## src/rtl/ifetch_unit.sv

```systemverilog
// ============================================================================
// Module   : ifetch_unit
// Purpose  : Credit-limited instruction fetch with a 2-entry in-flight PC queue,
//            a 2-entry decode buffer and redirect-drop accounting.
// Revision : 1.0 - initial release
// ============================================================================
`default_nettype none

module ifetch_unit #(
  parameter logic [63:0] RESET_PC = 64'h0
) (
  input  logic        clk,
  input  logic        reset_n,
  output logic        imem_req_valid,
  input  logic        imem_req_ready,
  output logic [63:0] imem_req_addr,
  input  logic        imem_rsp_valid,
  input  logic [31:0] imem_rsp_data,
  output logic        id_valid,
  input  logic        id_ready,
  output logic [31:0] id_instr,
  output logic [63:0] id_pc,
  input  logic        redirect_valid,
  input  logic [63:0] redirect_pc
);

  logic [63:0] r_fetch_pc;
  logic [63:0] r_infl_pc [2];
  logic        r_infl_wr;
  logic        r_infl_rd;
  logic [1:0]  r_inflight;
  logic [1:0]  r_drop_cnt;
  logic [31:0] r_buf_instr [2];
  logic [63:0] r_buf_pc [2];
  logic        r_buf_wr;
  logic        r_buf_rd;
  logic [1:0]  r_count;

  logic [2:0]  w_occupancy;
  logic        w_req_fire;
  logic        w_rsp_take;
  logic        w_rsp_drop;
  logic        w_buf_push;
  logic        w_id_pop;

  // In-flight requests plus buffered words never exceed the buffer depth
  assign w_occupancy    = {1'b0, r_inflight} + {1'b0, r_count};
  assign imem_req_valid = reset_n && !redirect_valid && (w_occupancy < 3'd2);
  assign imem_req_addr  = r_fetch_pc;
  assign w_req_fire     = imem_req_valid && imem_req_ready;

  assign w_rsp_take = imem_rsp_valid && (r_inflight != 2'd0);
  assign w_rsp_drop = w_rsp_take && (redirect_valid || (r_drop_cnt != 2'd0));
  assign w_buf_push = w_rsp_take && !w_rsp_drop;

  assign id_valid = reset_n && (r_count != 2'd0) && !redirect_valid;
  assign id_instr = r_buf_instr[r_buf_rd];
  assign id_pc    = r_buf_pc[r_buf_rd];
  assign w_id_pop = id_valid && id_ready;

  always_ff @(posedge clk or negedge reset_n) begin
    if (!reset_n) begin
      r_fetch_pc <= RESET_PC;
      r_infl_wr  <= 1'b0;
      r_infl_rd  <= 1'b0;
      r_inflight <= 2'd0;
      r_drop_cnt <= 2'd0;
      r_buf_wr   <= 1'b0;
      r_buf_rd   <= 1'b0;
      r_count    <= 2'd0;
    end else begin
      if (w_req_fire) r_infl_wr <= ~r_infl_wr;
      if (w_rsp_take) r_infl_rd <= ~r_infl_rd;
      r_inflight <= r_inflight + {1'b0, w_req_fire} - {1'b0, w_rsp_take};

      if (redirect_valid) begin
        r_fetch_pc <= {redirect_pc[63:2], 2'b00};
        // Everything still outstanding after this cycle's response is stale
        r_drop_cnt <= r_inflight - {1'b0, w_rsp_take};
        r_buf_wr   <= 1'b0;
        r_buf_rd   <= 1'b0;
        r_count    <= 2'd0;
      end else begin
        if (w_req_fire) r_fetch_pc <= r_fetch_pc + 64'd4;
        if (w_rsp_drop) r_drop_cnt <= r_drop_cnt - 2'd1;
        if (w_buf_push) r_buf_wr <= ~r_buf_wr;
        if (w_id_pop)   r_buf_rd <= ~r_buf_rd;
        r_count <= r_count + {1'b0, w_buf_push} - {1'b0, w_id_pop};
      end
    end
  end

  // Payload storage carries no reset; validity is tracked by the counters above
  always_ff @(posedge clk) begin
    if (w_req_fire) r_infl_pc[r_infl_wr] <= r_fetch_pc;
    if (w_buf_push) begin
      r_buf_instr[r_buf_wr] <= imem_rsp_data;
      r_buf_pc[r_buf_wr]    <= r_infl_pc[r_infl_rd];
    end
  end

endmodule

`default_nettype wire

```

## config.mk

```make
export PLATFORM = sky130hd
export DESIGN_NAME = ifetch_unit
export DESIGN_NICKNAME = d
export VERILOG_FILES = /design/src/rtl/ifetch_unit.sv
export SDC_FILE = /design/constraint.sdc
export NUM_CORES = 1
export LEC_CHECK = 0
export ABC_AREA = 1
export CAP_MARGIN = 0
export CELL_PAD_IN_SITES_DETAIL_PLACEMENT = 1
export CELL_PAD_IN_SITES_GLOBAL_PLACEMENT = 1
export CORE_MARGIN = 1
export CORE_UTILIZATION = 23
export CTS_CLUSTER_SIZE = 25
export DETAILED_ROUTE_END_ITERATION = 7
export PLACE_DENSITY_LB_ADDON = 0.1
export SLEW_MARGIN = 0
export SYNTH_ARGS = -nofsm -noshare
export SYNTH_HDL_FRONTEND = slang
export SYNTH_SLANG_ARGS = --single-unit
```

## constraint.sdc

```tcl
create_clock -name clk -period 7.5 [get_ports clk]
set_input_delay 0.75 -clock clk [delete_from_list [all_inputs] [get_ports clk]]
set_output_delay 0.75 -clock clk [all_outputs]
set_load 0.01 [all_outputs]
```

==> impl_metrics.py <==
metrics = {
    "sta": {
        "fin_worst_skew_ns": 0.0131,
        "hold_ws_ns": 0.104,
        "fin_setup_tns_ns": 0,
        "setup_viol": 0,
        "hold_viol": 0,
        "fmax_ghz": 0.247,
        "period_share": 0.540,
        "worst_pin_slew_ns": 1.03,
        "relSlewSlack": 0.315,
        "min_period_ns": 4.05,
        "rsz0062_at_grt": "false",
        "slew_violations": 0,
    },
    "clocking": {
        "cts-htree-levels": 2,
        "cts_buffers": 47,
        "cts_max_path_buffers": 3,
        "numClockSinks": 384,
        "cts_root_buf": "clkbuf_16",
        "cts_resized": 0,
        "path_clk_slew_ns": 0.06,
        "ctsHoldBuffers": 0,
        "worstSkewPairLatency_ns": 0.58,
        "cts_tree": "done",
        "post_cts_buffers": 0,
    },
    "power_and_ir_drop": {
        "power_density_nw_per_um2": 286,
        "leakagePower_nw": 8.67,
        "p_sw_mw": 1.86,
        "switching_share": 0.296,
        "internal_power_mw": 4.42,
        "combinationalPowerShare": 0.186,
        "power_mw": 6.28,
        "vdd_ir_drop_max_v": 0.000146,
        "p_seq_frac": 0.450,
        "clkPwrFrac": 0.364,
    },
    "global_route": {
        "grt_pass1_wl_um": 85000,
        "grt_pass1_vias": 13000,
        "antenna_found_initial": 0,
        "grt_max_degree": 77,
        "use_met3": 0.0247,
        "use_met1": 0.200,
        "met2_usage": 0.272,
        "track_usage": 0.155,
        "gr-total-overflow": 0,
        "busiest_layer": "met2",
    },
    "placed_design": {
        "place_area_um2": 20400,
        "gp_congestion": 0.795,
        "portBuffers": 257,
        "dp_hpwl_um": 39400,
    },
    "setup_path": {
        "cp_cell_sequence": "clkinv_2, buf_4, nand2_1, nand2_1, clkdlybuf4s50_1",
        "path_common_cell": "nand2_1",
        "cpPeakStageDelay_ns": 0.82,
        "crit_family": "buffers and inverters",
        "critical_path_buf_inv_count": 3,
        "cp-start-kind": "register",
        "cp_slowest_cell": "buf_4",
        "worst-path-max-fanout": 76,
        "critPathRequiredTime_ns": 6.75,
        "end_kind": "output pin",
        "critical_path_class": "register to output pin",
        "worstPathArrival_ns": 3.30,
    },
    "routing": {
        "vias": 12400,
        "drc": 0,
        "initialDrtViolationCount": 596,
        "vias_per_cell": 4.22,
        "drt_first_pass_iters": 5,
        "routed_wl_um": 57300,
        "ant_nets": 0,
        "routedWlPerCell_um": 19.5,
    },
    "synth": {
        "synth_common_cells": "nand2_1 (765), edfxtp_1 (312), nor2_1 (114)",
        "synth-edff-count": 312,
        "yosysMostFrequentCell": "nand2_1",
        "syn_area_um2": 16800,
        "async_reset_ff_frac": 0.188,
        "synth_top_area_share": 0.559,
        "synth_top_area_cell": "edfxtp_1",
        "synth-seq-area-share": 0.666,
        "synthFlopType": "edfxtp_1",
        "yosysWarnings": 0,
        "synth_seq_cells": 384,
        "postSynthCellCount": 1680,
        "avgSynthCellArea_um2": 9.98,
        "ys_top_cells_by_area": "edfxtp_1 (56%), nand2_1 (17%), dfrtp_1 (11%)",
        "synth_cell_types": 34,
    },
    "finish": {
        "drive_gt1_frac": 0.0655,
        "syn_to_final_growth_pct": 31.0,
        "final_core_util": 0.306,
        "nets": 2056,
        "fin_area_um2": 22000,
        "fill_cells": 8101,
    },
    "run_status": {
        "status": "complete, no violations",
    },
    "die": {
        "design.die.area_um2": 74000,
        "rows": 98,
        "initial_core_util": 0.233,
        "core_region_area_um2": 71900,
        "die_h_um": 272,
        "fp.dieW_um": 272,
        "ios": 264,
    },
    "min_path": {
        "hp-class": "primary input to asynchronous set/reset pin",
    },
    "job": {
        "maxCapViolCount": 0,
    },
}
## routing by layer
metal  up-vias  routed length [µm]
li1       5991                   -
met1      6126               25700
met2       207               28500
met3        61                2140
met4         0                 922
met5         -                   0
## worst reg2reg max path, cell delays in order, from the launching register on
cell	delay, ns
dfrtp_1	0.41
nand2_1	0.08
inv_1	0.04
fa_1	0.45
nor3_2	0.22
nand2_1	0.07
buf_4	0.27
nand2_2	0.74
inv_2	0.51
nand2_1	0.17
nand2_1	0.05
o21bai_1	0.14
## layout make-up
class / count / area, µm² / area share
sequential: 384 / 11200 / 0.509
clock buffer: 56 / 1210 / 0.0551
multi-input combinational: 1121 / 4920 / 0.224
antenna: 1 / 2.50 / 0.000114
inverter: 120 / 453 / 0.0206
timing repair buffer: 272 / 2680 / 0.122
tap: 950 / 1190 / 0.0541
clock inverter: 31 / 330 / 0.0150
## power groups by stage
| stage | combinational, mW | sequential (mW) | clock, mW |
|---|---|---|---|
| after floorplan | 0.596 | 2.81 | 0 |
| after global placement | 1.19 | 2.87 | 0 |
| after detailed placement | 1.22 | 2.88 | 0 |
| after CTS | 1.22 | 2.84 | 2.38 |
| after global routing | 1.32 | 2.85 | 2.45 |
| final | 1.17 | 2.83 | 2.29 |
## final timing paths
check | from | endpoint | slack [ns] | cells after the start
min in group clk | r_infl_pc[0][42]$_DFFE_PP_ | r_buf_pc[0][42]$_DFFE_PP_ | 0.53 | 2
worst min register to register | r_infl_pc[0][42]$_DFFE_PP_ | r_buf_pc[0][42]$_DFFE_PP_ | 0.53 | 2
worst max register to register | r_inflight[0]$_DFF_PN0_ | imem_req_addr[33]$_DFFE_PN0P_ | 4.21 | 11
worst max-delay path | r_buf_rd$_DFFE_PN0P_ | id_pc[6] | 3.45 | 5
worst min-delay path | reset_n | imem_req_addr[47]$_DFFE_PN0P_ | 0.10 | 1
max in group asynchronous | reset_n | r_buf_rd$_DFFE_PN0P_ | 6.22 | 2
## cells in the final DEF, fill, tap and decap left out, types with 24 or more instances in the layout
master           netlist  final
o21ai_0               50     50
clkdlybuf4s50_1        0    255
clkbuf_16              0     47
nand3_1               70     70
xor2_1                24     24
nand2_1              765    765
inv_1                113    113
nor2_1               114    110
edfxtp_1             312    312
dfrtp_1               72     70
## registers in the layout, indices dropped and copies added, names as in the netlist
signal and count:
imem_req_addr 62, r_infl_wr 1, r_count 2, r_inflight 2, r_buf_rd 1, r_drop_cnt 2
r_buf_wr 1, r_infl_pc 124, r_infl_rd 1, r_buf_instr 64, r_buf_pc 124
## stage by stage
| stage | setup slack [ns] | cells |
|---|---|---|
| 2_1_floorplan | 1.89 | 1683 |
| 3_3_place_gp | 3.26 | 2847 |
| 3_5_place_dp | 3.20 | 2847 |
| 4_1_cts | 3.26 | 2934 |
| 5_1_grt | 3.14 | 2934 |
| 6_report | 3.45 | 2935 |
## logic make-up (layout without fill, tap and decap cells)
family | after synthesis | in the layout | share of synthesized area
AND/OR/NAND/NOR | 993 | 993 | 0.240
flip-flops | 384 | 384 | 0.666
buffers and inverters | 178 | 479 | 0.0424
AO/OA/AOI/OAI | 87 | 87 | 0.0299
XOR/XNOR | 29 | 29 | 0.0152
adder cells (fa/ha/maj) | 8 | 8 | 0.00642
other | 1 | 5 | 0.000224
(Power assumes the default switching activity.)
